==> config.mk <==
export PLATFORM = sky130hd
export DESIGN_NAME = gray_wptr
export DESIGN_NICKNAME = d
export VERILOG_FILES = /design/src/rtl/gray_pkg.sv /design/src/rtl/gray_sync.sv /design/src/rtl/gray_wptr.sv
export SDC_FILE = /design/constraint.sdc
export NUM_CORES = 1
export LEC_CHECK = 0
export CAP_MARGIN = 20
export CORE_ASPECT_RATIO = 0.6
export CORE_MARGIN = 2
export CORE_UTILIZATION = 40
export CTS_CLUSTER_DIAMETER = 100
export CTS_CLUSTER_SIZE = 14
export DETAILED_ROUTE_END_ITERATION = 10
export PLACE_DENSITY_LB_ADDON = 0.25
export SYNTH_ARGS = -nofsm -noshare
export SYNTH_HDL_FRONTEND = slang
export SYNTH_HIERARCHICAL = 1
export SYNTH_SLANG_ARGS = --single-unit
==> constraint.sdc <==
create_clock -name clk -period 4.75 [get_ports clk]
set_clock_uncertainty 0.15 [all_clocks]
set_input_delay 1.425 -clock clk [delete_from_list [all_inputs] [get_ports clk]]
set_output_delay 1.425 -clock clk [all_outputs]
set_load 0.01 [all_outputs]
==> src/rtl/gray_pkg.sv <==
// Shared Gray-code helpers for the dual-clock FIFO pointer stages.
// Helpers work on a fixed 32-bit word; callers zero-extend and slice to their pointer width.
package gray_pkg;

  localparam int unsigned MAX_W = 32;

  typedef logic [MAX_W-1:0] gray_word_t;

  // Pointer width for a given address width: one extra bit for the wrap marker.
  function automatic int unsigned ptr_w(input int unsigned awid);
    return awid + 1;
  endfunction

  function automatic gray_word_t bin2gray(input gray_word_t v);
    return v ^ (v >> 1);
  endfunction

  // XOR-prefix from the MSB down; zero-extended inputs decode correctly in the low bits.
  function automatic gray_word_t gray2bin(input gray_word_t v);
    gray_word_t b;
    b[MAX_W-1] = v[MAX_W-1];
    for (int i = MAX_W - 2; i >= 0; i--) begin
      b[i] = b[i+1] ^ v[i];
    end
    return b;
  endfunction

endpackage

==> src/rtl/gray_sync.sv <==
// Multi-flop synchroniser for a Gray-coded pointer crossing clock domains.
module gray_sync #(
  parameter int unsigned WID         = 5,
  parameter int unsigned SYNC_STAGES = 2
) (
  input  logic           clk,
  input  logic           rst,
  input  logic [WID-1:0] i_d,
  output logic [WID-1:0] o_q
);

  logic [WID-1:0] sync_q [SYNC_STAGES];

  always_ff @(posedge clk or posedge rst) begin
    if (rst) begin
      for (int i = 0; i < int'(SYNC_STAGES); i++) begin
        sync_q[i] <= '0;
      end
    end else begin
      sync_q[0] <= i_d;
      for (int i = 1; i < int'(SYNC_STAGES); i++) begin
        sync_q[i] <= sync_q[i-1];
      end
    end
  end

  assign o_q = sync_q[SYNC_STAGES-1];

endmodule

==> src/rtl/gray_wptr.sv <==
// Write-side pointer stage of a dual-clock FIFO: binary/Gray write pointer,
// synchronised read pointer, registered full flag and pessimistic fill level.
module gray_wptr
  import gray_pkg::*;
#(
  parameter int unsigned AWID        = 4,
  parameter int unsigned SYNC_STAGES = 2
) (
  input  logic                  clk,
  input  logic                  rst,
  input  logic                  i_wr_req,
  output logic                  o_wr_ack,
  output logic [AWID-1:0]       o_waddr,
  output logic [ptr_w(AWID)-1:0] o_wptr_gray,
  input  logic [ptr_w(AWID)-1:0] i_rptr_gray,
  output logic                  o_full,
  output logic [ptr_w(AWID)-1:0] o_level
);

  localparam int unsigned PW = ptr_w(AWID);

  logic          accept;
  logic [PW-1:0] wbin_q, wbin_d;
  logic [PW-1:0] wgray_q, wgray_d;
  logic [PW-1:0] level_q, level_d;
  logic          full_q, full_d;
  logic [PW-1:0] rq, rbin, full_cmp;
  gray_word_t    wgray_w, rbin_w;
  logic          unused_hi;

  gray_sync #(
    .WID        (PW),
    .SYNC_STAGES(SYNC_STAGES)
  ) u_rsync (
    .clk(clk),
    .rst(rst),
    .i_d(i_rptr_gray),
    .o_q(rq)
  );

  always_comb begin
    accept   = i_wr_req & ~full_q;
    wbin_d   = wbin_q + PW'(accept);
    wgray_w  = bin2gray(gray_word_t'(wbin_d));
    wgray_d  = wgray_w[PW-1:0];
    rbin_w   = gray2bin(gray_word_t'(rq));
    rbin     = rbin_w[PW-1:0];
    // Full when the write pointer is exactly one lap ahead of the synchronised read pointer.
    full_cmp = {~rq[PW-1:PW-2], rq[PW-3:0]};
    full_d   = (wgray_d == full_cmp);
    level_d  = wbin_d - rbin;
  end

  assign unused_hi = ^{wgray_w[MAX_W-1:PW], rbin_w[MAX_W-1:PW]};

  always_ff @(posedge clk or posedge rst) begin
    if (rst) begin
      wbin_q  <= '0;
      wgray_q <= '0;
      full_q  <= 1'b0;
      level_q <= '0;
    end else begin
      wbin_q  <= wbin_d;
      wgray_q <= wgray_d;
      full_q  <= full_d;
      level_q <= level_d;
    end
  end

  assign o_wr_ack    = accept;
  assign o_waddr     = wbin_q[AWID-1:0];
  assign o_wptr_gray = wgray_q;
  assign o_full      = full_q;
  assign o_level     = level_q;

endmodule

=== After elaboration in Yosys (flattened, before gate mapping) ===
Cells that the tools add are included.

* $add $sub $neg: 2
* Equality and inequality tests: 1
* Bitwise operators: 8

{| class="wikitable"
|+ Operators by type and width
! operator !! number
|-
| $add 5x1->5 || 1
|-
| $eq 5x5->1 || 1
|-
| $sub 5x5->5 || 1
|-
| $xor 5x4->5 || 1
|-
| $xor 1x1->1 || 4
|-
| $not 2->2 || 1
|-
| $and 1x1->1 || 1
|-
| $not 1->1 || 1
|}

* Register bits after elaboration: 26
* Input bits: 8
* Output and inout port bits: 16

=== Depth between registers and ports, before layout ===
Gate-level depths: netlist of run 1.

* Word-level depth: 5
* Depth in mapped cells: 11
* Depth with buffers taken out: 10

=== Cells and area by module ===
The synthesis of run 1 kept the hierarchy.

{| class="wikitable"
|+ Modules (own cells, without submodules)
! module !! times used !! cells each !! area each (um^2) !! seq. area each (um^2)
|-
| gray_wptr || 1 || 81 || 938.4 || 375.4
|-
| gray_sync || 1 || 16 || 291.5 || 250.2
|}

=== Worst setup path before layout of run 1 ===
OpenSTA, ideal clock, no wires.

* Kind: input to register
* Start: input port i_wr_req
* End: register level_q[4] (netlist: o_level[4])
* Arrival: 3.184 ns
* Slack: 1.336 ns
* Cell stages on the path: 10
* Path through: nor2b_1 > ha_1 > ha_1 > buf_6 > xnor2_2 > inv_1 > ha_1 > a21o_1 > a21oi_1 > xnor2_1

* Cells in the longest elaborated chain, start to end: 3

{| class="wikitable"
|+ RTL lines
! what !! RTL line !! RTL
|-
| from (decl) || gray_wptr.sv:11 || <nowiki>input logic i_wr_req,</nowiki>
|-
| $and 1x1->1 || gray_wptr.sv:42 || <nowiki>accept = i_wr_req & ~full_q;</nowiki>
|-
| $add 5x1->5 || gray_wptr.sv:43 || <nowiki>wbin_d = wbin_q + PW'(accept);</nowiki>
|-
| via wbin_d[2] || gray_wptr.sv:23 || <nowiki>logic [PW-1:0] wbin_q, wbin_d;</nowiki>
|-
| $sub 5x5->5 || gray_wptr.sv:51 || <nowiki>level_d = wbin_d - rbin;</nowiki>
|-
| via level_d[4] || gray_wptr.sv:25 || <nowiki>logic [PW-1:0] level_q, level_d;</nowiki>
|-
| to (signal assigned) || gray_wptr.sv:66 || <nowiki>level_q <= level_d;</nowiki>
|-
| to (decl) || gray_wptr.sv:25 ||
|}

The timed path passes the listed nets, and every way through them passes these cells.

=== Worst setup path after layout of run 1 ===
* Start: input port i_wr_req
* End: output port o_wr_ack

* Cells in the longest elaborated chain, start to end: 1

{| class="wikitable"
|+ RTL lines
! what !! RTL line !! RTL
|-
| $and 1x1->1 || gray_wptr.sv:42 ||
|-
| to (decl) || gray_wptr.sv:12 || <nowiki>output logic o_wr_ack,</nowiki>
|}

No other way between the ends.

==> impl_metrics.tcl, run 1 <==
set metrics [dict create \
    max_slew_margin 0.617 \
    pre_cts_slack_ps 580 \
    worstPathMaxFanout 2 \
    die_x_um 75.6 \
    finalSetupViolations 0 \
    io_buffers 23 \
    via_per_inst 4.62 \
    grt_max_degree 16 \
    arrival_ps 2590 \
    diodes 0 \
    gp_congestion 0.820 \
    slew_violations 0 \
    ys_seq_area_frac 0.509 \
    period_minus_slack_ps 4170 \
    synthesis.nets 112 \
    hold_violations 0 \
    status "completed" \
    synth.top_cell.area_share 0.509 \
    antenna_found_initial 0 \
    first_iter_violations 15 \
    p_leak_uw 0.000680 \
    detail-route-antenna-nets 0 \
    layout_commonest_cell "dfrtp_1" \
    die_h_um 47.0 \
    rows 15 \
    cts_buffers 3 \
    yosys.area.top_type "dfrtp_1" \
    area_delta_synth_final_pct 20.9 \
    setup_tns_ps 0 \
    rsz0062_at_grt "false" \
    drtPass1Iterations 4 \
    ctsLongestPathBuffers 2 \
    vdd_drop_max_v 0.000215 \
    end_kind "primary output" \
    timing.final.ws_setup_ps 583 \
    whs_ps 205 \
    max_freq_mhz 240 \
    cts_setup_buffers 0 \
    mostFrequentLayoutCells "dfrtp_1 (25), clkdlybuf4s50_1 (23), xnor2_1 (9), inv_1 (9), xor2_1 (7)" \
    grt_pass1_vias 733 \
    syn_inst 97 \
    syn-mean-instance-area_um2 12.7 \
    syn_area_um2 1230 \
    cts_sinks 25 \
    pin_count 24 \
    use_met1 0.159 \
    powerDensity_nw_per_um2 713 \
    post-route-period-util 0.877 \
    grt_use_total 0.132 \
    tightestPinTransition_ps 574 \
    hold_class "flop to flop" \
    grt_first_pass_wirelength_um 3300 \
    crit_path_start_kind "primary input" \
    die-area_um2 3550 \
    clk-insertion-delay-late_ps 270 \
    dp_hpwl_um 1590 \
    cp.required_ps 3170 \
    h-tree-depth 1 \
    utilization 0.514 \
    async_reset_ff_frac 1.00 \
    max-cap-violations 0 \
    place_area_um2 1440 \
    synthTopCellsByArea "dfrtp_1 (51%), xnor2_1 (6.4%), ha_1 (6.1%), xnor2_2 (5.3%), xor2_1 (5.0%)" \
    routedWlPerCell_um 12.6 \
    ys.flop_type "dfrtp_1" \
    hold_buffers 0 \
    vias 726 \
    grt_overflow 0 \
    synth_edf_count 0 \
    synth_cell_types 30 \
    finalWirelength_um 1990 \
    ctsResizeCount 0 \
    drive_above_1_share 0.0957 \
    met3_usage 0.0536 \
    ys_ff_latch 25 \
    design_area_um2 1490 \
    coreArea_um2 2890 \
    grt_use_met2 0.226 \
    nets 131 \
    worstSetupPathType "primary input to primary output" \
    yosysWarnings 6 \
    start_util 0.426 \
    cts_tree "yes" \
    top_usage_layer "met2" \
    clkTransAtPathRegs_ps 90 \
    r2r_slack_ps 1990 \
    remaining_drc_errors 0 \
    cts-root-buf "clkbuf_8" \
]
## Yosys cell counts, types with 2 or more instances
master   number
a211o_1       2
nor2b_1       2
nand2_1       2
mux2i_1       2
xnor2_2       4
buf_4         6
dfrtp_1      25
ha_1          6
buf_6         2
a21o_1        2
xnor2_1       9
xor2_1        7
a21oi_1       3
inv_1         9
## sequential cells by signal (all words and copies together), names as in the netlist
name / flops
o_full: 1
o_wptr_gray: 4
u_rsync/sync_q: 5
o_level: 5
wbin_q: 5
u_rsync/o_q: 5
## report_power, final
group	total (uW)	leakage, uW	switching [uW]	internal, uW
Clock	123	0.0000255	64.7	58.6
Combinational	590	0.000360	271	319
Sequential	347	0.000294	57.7	289
Total	1060	0.000680	394	666
## kinds of logic (layout without fill, tap and decap cells)
group	after synthesis	in the layout	synth area share
flops	25	25	0.509
xor+xnor	20	20	0.167
mux	2	2	0.0163
buf+inv	18	36	0.0865
compound gates	16	16	0.102
fa+ha+maj	7	7	0.0773
simple gates	9	9	0.0427
## area by class of cell
class	count	area, um2
clock inverter	1	5.00
inverter	9	33.8
clock buffer	3	41.3
timing repair buffer	23	230
sequential	25	626
tap	42	52.6
fill	270	1400
multi-input combinational	54	498
## layer usage
layer | vias up | part of all wire
li1 | 349 | -
met1 | 349 | 0.45
met2 | 26 | 0.46
met3 | 2 | 0.078
met4 | 0 | 0.0081
met5 | - | 0
## worst max-delay path, cell delays in order
cell,delay (ps)
clkdlybuf4s50_1,450
nor2b_1,160
clkdlybuf4s50_1,550
## final timing paths
path / from / endpoint / cells after the start
hold / removal: u_rsync/sync_q[7] / u_rsync/o_q[2] / 0
min in group asynchronous: rst / u_rsync/sync_q[6] / 2
setup reg to reg: u_rsync/o_q[3] / o_level[4] / 10
max in group asynchronous: rst / o_level[0] / 2
hold reg to reg: u_rsync/sync_q[7] / u_rsync/o_q[2] / 0
setup / recovery: i_wr_req / o_wr_ack / 3
## through the flow
step | std cells | total power [uW]
3_5_place_dp | 153 | 949
4_1_cts | 157 | 1080
5_1_grt | 157 | 1150
2_1_floorplan | 97 | 758
6_report | 157 | 1060
3_3_place_gp | 153 | 928
Power figures use the tool's default switching activity.
==> run 2, diff against run 1 <==
Settings changed: GPL_TIMING_DRIVEN from default to 0.
==> run 2 against run 1 <==
Compared with the run above: sequential power is 7.5% lower; utilization is 2.5 points higher; critical path depth stayed put; critical path type unchanged; sequential cell count stayed put; highest routed layer unchanged; setup slack worse by 41 ps; critical endpoint unchanged; first-iteration DRC count is 53% higher; clock-buffer cell count stayed put; combinational power is 7.8% higher; register-to-register slack worse by 40 ps; via count is 1.5% higher; non-clock buffer count is 9 higher; sequential share of layout area is 2.0 points lower; largest cell class unchanged; largest power group unchanged.
==> impl_metrics.tcl, run 2 (synthesis gave the netlist of run 1 again) <==
set metrics [dict create \
    die-area_um2 3550 \
    cts_setup_buffers 0 \
    pin_count 24 \
    end_kind "primary output" \
    place_area_um2 1510 \
    hold_violations 0 \
    tightestPinTransition_ps 595 \
    crit_path_start_kind "primary input" \
    fill_cells 266 \
    gp_congestion 0.763 \
    rsz0062_at_grt "false" \
    nets 140 \
    grt_use_total 0.128 \
    rows 15 \
    design_area_um2 1560 \
    power.total_uw 1080 \
    grt_max_degree 16 \
    io_buffers 23 \
    grt_first_pass_wirelength_um 3250 \
    coreArea_um2 2890 \
    status "completed" \
    m1WireLength_um 927 \
    mostFrequentLayoutCells "dfrtp_1 (25), clkdlybuf4s50_1 (23), xnor2_1 (9), inv_1 (9), xor2_1 (7)" \
    cts_buffers 3 \
    post-route-period-util 0.886 \
    routedWlPerCell_um 11.5 \
    drtPass1Iterations 4 \
    clk-insertion-delay-late_ps 260 \
    antenna_found_initial 0 \
    worstPathMaxFanout 2 \
    highest_layer "met4" \
    p_leak_uw 0.000726 \
    max-cap-violations 0 \
    via_per_inst 4.44 \
    worstSetupPathType "primary input to primary output" \
    drive_above_1_share 0.161 \
    wl_met2_um 837 \
    cts-root-buf "clkbuf_8" \
    h-tree-depth 1 \
    hold_buffers 0 \
    start_util 0.426 \
    slew_violations 0 \
    grt_overflow 0 \
    remaining_drc_errors 0 \
    setup_tns_ps 0 \
    multi_input_area_um2 498 \
    vdd_drop_max_v 0.000206 \
    cp.required_ps 3170 \
    max_slew_margin 0.603 \
    die_h_um 47.0 \
    grt_pass1_vias 729 \
    period_minus_slack_ps 4210 \
    diodes 0 \
    finalSetupViolations 0 \
    finalWirelength_um 1910 \
    cts_tree "yes" \
    cts_sinks 25 \
    arrival_ps 2630 \
    layout_commonest_cell "dfrtp_1" \
    hold_class "flop to flop" \
    regArea_um2 626 \
    whs_ps 203 \
    ctsLongestPathBuffers 2 \
    die_x_um 75.6 \
    powerDensity_nw_per_um2 691 \
    vias 737 \
    max_freq_mhz 238 \
    detail-route-antenna-nets 0 \
    clkTransAtPathRegs_ps 80 \
    dp_hpwl_um 1510 \
    wl_met3_um 138 \
    area_delta_synth_final_pct 26.8 \
    ctsResizeCount 0 \
    first_iter_violations 23 \
]
[run 2: layer usage]
layer,vias up,track usage
li1,367,-
met1,343,0.161
met2,25,0.217
met3,2,0.0515
met4,0,0.0211
met5,-,0
[run 2: report_power, final]
part           internal (uW)  switching, uW  total [uW]
Combinational            339            296         636
Sequential               290           31.2         321
Clock                   58.5           62.7         121
Total                    688            390        1080
[run 2: worst max-delay path, cell delays in order]
cell and delay (ps):
clkdlybuf4s50_1 460, nor2b_1 190, clkdlybuf4s50_1 560
[run 2: area by class of cell]
| class | count | share of cell area |
|---|---|---|
| inverter | 9 | 0.0217 |
| multi-input combinational | 54 | 0.319 |
| clock inverter | 1 | 0.00321 |
| buffer | 9 | 0.0465 |
| clock buffer | 3 | 0.0265 |
| timing repair buffer | 23 | 0.148 |
| sequential | 25 | 0.401 |
| tap | 42 | 0.0337 |
[run 2: final timing paths]
| path | start | to | slack [ps] | cells past startpoint |
|---|---|---|---|---|
| max | i_wr_req | o_wr_ack | 540 | 3 |
| min in group asynchronous | rst | u_rsync/sync_q[5] | 1310 | 2 |
| max in group asynchronous | rst | o_wptr_gray[1] | 2660 | 2 |
| min reg2reg | u_rsync/sync_q[7] | u_rsync/o_q[2] | 200 | 0 |
| min | u_rsync/sync_q[7] | u_rsync/o_q[2] | 200 | 0 |
| max reg2reg | u_rsync/o_q[4] | o_level[4] | 1950 | 11 |
[run 2: per-stage QoR]
step | setup slack (ps) | utilization | cells
floorplan | 1340 | - | 97
global placement | 578 | 0.523 | 162
detailed placement | 551 | 0.523 | 162
CTS | 544 | 0.539 | 166
global route | 488 | 0.539 | 166
finish | 542 | 0.539 | 166
